File: src/rtl/ct_merge_arb.sv
// Packet-level round-robin merge of NI streams into one registered output stream.
// Once a packet wins arbitration, it holds the output until its end-of-packet beat.
module ct_merge_arb #(
  parameter int NI    = 2,
  parameter int WIDTH = 8
) (
  input  logic                  clk,
  input  logic                  reset,
  input  logic [NI*WIDTH-1:0]   i_data,
  input  logic [NI-1:0]         i_valid,
  output logic [NI-1:0]         o_ready,
  input  logic [NI-1:0]         i_eop,
  output logic                  o_valid,
  output logic [WIDTH-1:0]      o_data,
  output logic                  o_eop,
  input  logic                  i_ready
);

  localparam int PW = (NI > 1) ? $clog2(NI) : 1;

  typedef enum logic {
    IDLE   = 1'b0,
    LOCKED = 1'b1
  } state_t;

  state_t             state, state_nxt;
  logic [NI-1:0]      grant;
  logic [PW-1:0]      ptr;
  logic               ld;
  logic               accept;
  logic               win_found;
  logic [PW-1:0]      win_idx;
  logic [WIDTH-1:0]   sel_data;
  logic               sel_eop;
  logic               vld_p1;
  logic [WIDTH-1:0]   data_p1;
  logic               eop_p1;

  assign ld     = ~vld_p1 | i_ready;
  assign accept = |(i_valid & o_ready);

  // Round-robin search: the first requester after the last winner, with wrap.
  always_comb begin
    win_found = 1'b0;
    win_idx   = '0;
    for (int k = 1; k <= NI; k++) begin
      for (int i = 0; i < NI; i++) begin
        if (!win_found && i_valid[i] && (i == (int'(ptr) + k) % NI)) begin
          win_found = 1'b1;
          win_idx   = PW'(i);
        end
      end
    end
  end

  always_comb begin
    sel_data = '0;
    sel_eop  = 1'b0;
    for (int i = 0; i < NI; i++) begin
      sel_data = sel_data | (i_data[WIDTH*i +: WIDTH] & {WIDTH{grant[i]}});
      sel_eop  = sel_eop | (i_eop[i] & grant[i]);
    end
  end

  always_ff @(posedge clk or negedge reset) begin
    if (!reset) state <= IDLE;
    else        state <= state_nxt;
  end

  always_comb begin
    state_nxt = state;
    case (state)
      IDLE:   if (win_found) state_nxt = LOCKED;
      LOCKED: if (accept && sel_eop) state_nxt = IDLE;
    endcase
  end

  // Ready comes only from registered state and i_ready, never from i_valid.
  always_comb begin
    o_ready = '0;
    if (state == LOCKED) o_ready = grant & {NI{ld}};
  end

  always_ff @(posedge clk or negedge reset) begin
    if (!reset) begin
      grant <= '0;
      ptr   <= PW'(NI - 1);
    end else if (state == IDLE) begin
      if (win_found) begin
        grant <= NI'(1) << win_idx;
        ptr   <= win_idx;
      end
    end else if (accept && sel_eop) begin
      grant <= '0;
    end
  end

  // ---- output register stage (p1) ----
  always_ff @(posedge clk or negedge reset) begin
    if (!reset) begin
      vld_p1  <= 1'b0;
      data_p1 <= '0;
      eop_p1  <= 1'b0;
    end else if (ld) begin
      vld_p1 <= accept;
      if (accept) begin
        data_p1 <= sel_data;
        eop_p1  <= sel_eop;
      end
    end
  end

  assign o_valid = vld_p1;
  assign o_data  = data_p1;
  assign o_eop   = eop_p1;

endmodule

File: config.mk
export PLATFORM = sky130hd
export DESIGN_NAME = ct_merge_arb
export DESIGN_NICKNAME = d
export VERILOG_FILES = /design/src/rtl/ct_merge_arb.sv
export SDC_FILE = /design/constraint.sdc
export NUM_CORES = 1
export LEC_CHECK = 0
export CORE_MARGIN = 2
export CORE_UTILIZATION = 38
export CTS_CLUSTER_DIAMETER = 40
export CTS_CLUSTER_SIZE = 20
export DETAILED_ROUTE_END_ITERATION = 16
export PLACE_DENSITY = 0.76
export SYNTH_ARGS = -nofsm -noshare
export SYNTH_HDL_FRONTEND = slang
export SYNTH_SLANG_ARGS = --single-unit
File: constraint.sdc
create_clock -name clk -period 1.5 [get_ports clk]
set_clock_uncertainty 0.2 [all_clocks]
set_input_delay 0.3 -clock clk [delete_from_list [all_inputs] [get_ports clk]]
set_output_delay 0.3 -clock clk [all_outputs]
set_load 0.02 [all_outputs]
==> impl_metrics.tcl <==
set metrics [dict create \
    worst_ep_arrival_time_ps 1560 \
    drive_gt1_share_pct 39.00 \
    place_ws_ps -643.7 \
    synth-seq-cells 14 \
    clk_latency_ps 280 \
    setup_viol 11 \
    gp_congestion 0.7129 \
    antenna_found_initial 0 \
    power_density_nw_per_um2 1813 \
    cap_violations 0 \
    fin_crit_ps 1578 \
    diodes 0 \
    cp_common_cell "buf_4" \
    crit_fanout 5 \
    overflow 0 \
    vdd_ir_drop_max_mv 0.8769 \
    dp_hpwl_mm 1.408 \
    relSlewSlack_pct 84.70 \
    design.core.area_sq_um 1727 \
    cts_tree "yes" \
    ys_top_cells_by_area "dfrtp_1, mux2_4, a22o_1" \
    clock_sinks 14 \
    cts_buffer_depth 2 \
    yosysSeqAreaShare_pct 50.63 \
    worstSetupStartpointType "flop" \
    numCtsBuffers 3 \
    yosysMostFrequentCell "dfrtp_1" \
    synth_edf_count 0 \
    wl_met1_microns 817 \
    routed_wl_mm 1.940 \
    wl_met3_microns 136 \
    grt_pass1_wl_mm 2.904 \
    post-route-util_pct 69.71 \
    fp.dieH_microns 46.75 \
    start_util_pct 40.22 \
    syn_avg_cell_area_sq_um 13.62 \
    nFillCells 130 \
    timing.final.ws_setup_ps -78.25 \
    seqCellArea_sq_um 351.6 \
    synthTopCellsByCount "dfrtp_1, a22o_1, mux2_4" \
    std_cell_rows 15 \
    port_buffers 34 \
    worst_pin_slew_ps 230.4 \
    hold_buffers 0 \
    violations "negative setup slack" \
    critical_path_required_ps 1480 \
    fp.dieW_microns 46.75 \
    grt_max_degree 15 \
    synth-main-ff-cell "dfrtp_1" \
    hold_path_class "in -> async" \
    power.leakage_nw 0.5840 \
    status "complete, but fails checks" \
    worstPathCellList "buf_4 > buf_4 > a22o_1 > nand4_1 > a21bo_1" \
    synth_top_area_share_pct 46.85 \
    critPathCaptureType "flop" \
    synthCells 51 \
    wl_per_cell_microns 15.52 \
    highest_layer "met4" \
    timing.final.crit_share_pct 105.2 \
    clock.fmax_mhz 633.6 \
    synth_warnings 0 \
    worstSetupPathType "reg -> reg" \
    rsz0062_at_grt "yes" \
    async_flop_share_pct 100.0 \
    die_area_sq_um 2186 \
    slew_violations 0 \
    cts_setup_buffers 0 \
    drcViolationCount 0 \
    syn_nets 74 \
    syn2layout_area_growth_pct 73.33 \
    multi_input_area_sq_um 374.1 \
    synth_top_area_cell "dfrtp_1" \
    drtPass1Iterations 4 \
    clkTransAtPathRegs_ps 90 \
    met2WireLength_microns 967 \
    vias_per_cell 4.912 \
    num_io_pins 35 \
    synth.distinct_cells 17 \
    cts_root_buf "clkbuf_4" \
    hold_viol 0 \
    grt_usage_pct 20.06 \
    vias 614 \
    htreeDepth 1 \
    max_stage_delay_ps 420 \
    netlist_area_sq_um 694.4 \
    drtIter0Drc 11 \
    ant_nets 0 \
    crit_slowest_cell "dfrtp_1" \
    fin_nets 124 \
    grt_pass1_vias 610 \
]
==> logic make-up after synthesis <==
| group | synth area share (%) |
|---|---|
| compound gates | 19.46 |
| buf+inv | 1.081 |
| flops | 50.63 |
| mux | 17.30 |
| simple gates | 11.53 |
==> worst max-delay path: cells and delay by family (launching register included) <==
kind | cells | cell delay, ps
buffers and inverters | 2 | 290
flip-flops | 1 | 420
AND/OR/NAND/NOR | 1 | 130
AO/OA/AOI/OAI | 2 | 440
==> report_power, final <==
group	switching [mW]	internal (mW)
Sequential	0.104	0.543
Clock	0.126	0.148
Combinational	0.562	0.699
==> sequential cells by signal (all words and copies together), names as in the netlist <==
signal and cells:
ptr 1, o_eop 1, state 1, o_data 8
grant 2, o_valid 1
==> cell usage in the layout (no fill, tap or decap), drive strengths merged, types with 2 or more instances in the layout <==
| cell | instances |
|---|---|
| buf | 15 |
| a22o | 10 |
| nand2b | 3 |
| nand2 | 3 |
| clkdlybuf4s15 | 5 |
| dfrtp | 13 |
| clkbuf | 8 |
| nand3 | 2 |
| and3 | 3 |
| clkdlybuf4s50 | 21 |
| mux2 | 8 |
==> timing repair <==
action / 4_1_cts / 5_1_grt
gates cloned: 1 / 0
endpoints found under the setup margin: 24 / 23
pin swaps: 2 / 0
endpoints found under the hold margin: 0 / 0
gates resized for setup: 32 / 13
==> layout make-up <==
| cell class | count | area share [%] |
|---|---|---|
| clock buffer | 4 | 3.015 |
| tap | 25 | 2.599 |
| sequential | 14 | 29.21 |
| multi-input combinational | 36 | 31.08 |
| timing repair buffer | 46 | 34.10 |
==> final timing paths <==
path | startpoint | endpoint | slack [ps] | cells past startpoint
min reg2reg | o_eop$_DFFE_PN0P_ | o_eop$_DFFE_PN0P_ | 300 | 1
max reg2reg | grant[0]$_DFFE_PN0P_ | o_eop$_DFFE_PN0P_ | -80 | 5
max in group asynchronous | reset | ptr$_DFFE_PN1P_ | 740 | 2
min in group clk | o_eop$_DFFE_PN0P_ | o_eop$_DFFE_PN0P_ | 300 | 1
max | grant[0]$_DFFE_PN0P_ | o_eop$_DFFE_PN0P_ | -80 | 5
min | reset | o_data[4]$_DFFE_PN0P_ | 120 | 2
==> metal layers <==
layer / GRT usage [%] / vias up
met1: 23.84 / 294
li1: - / 295
met4: 10.56 / 0
met3: 5.769 / 3
met2: 33.06 / 22
met5: 0 / -
==> per-stage QoR <==
| stage | cells | total power [mW] | hold WS [ps] | setup TNS (ps) | cell area [sq um] |
|---|---|---|---|---|---|
| 2_1_floorplan | 51 | 1.333 | -195.6 | 0 | 694.4 |
| 3_3_place_gp | 120 | 1.871 | 265.6 | -5211 | 1149 |
| 3_5_place_dp | 120 | 1.905 | 281.5 | -5473 | 1149 |
| 4_1_cts | 125 | 2.195 | 122.8 | -737.5 | 1214 |
| 5_1_grt | 125 | 2.317 | 133.9 | -1229 | 1204 |
| 6_report | 125 | 2.183 | 119.1 | -726.5 | 1204 |
Power figures use the tool's default switching activity.
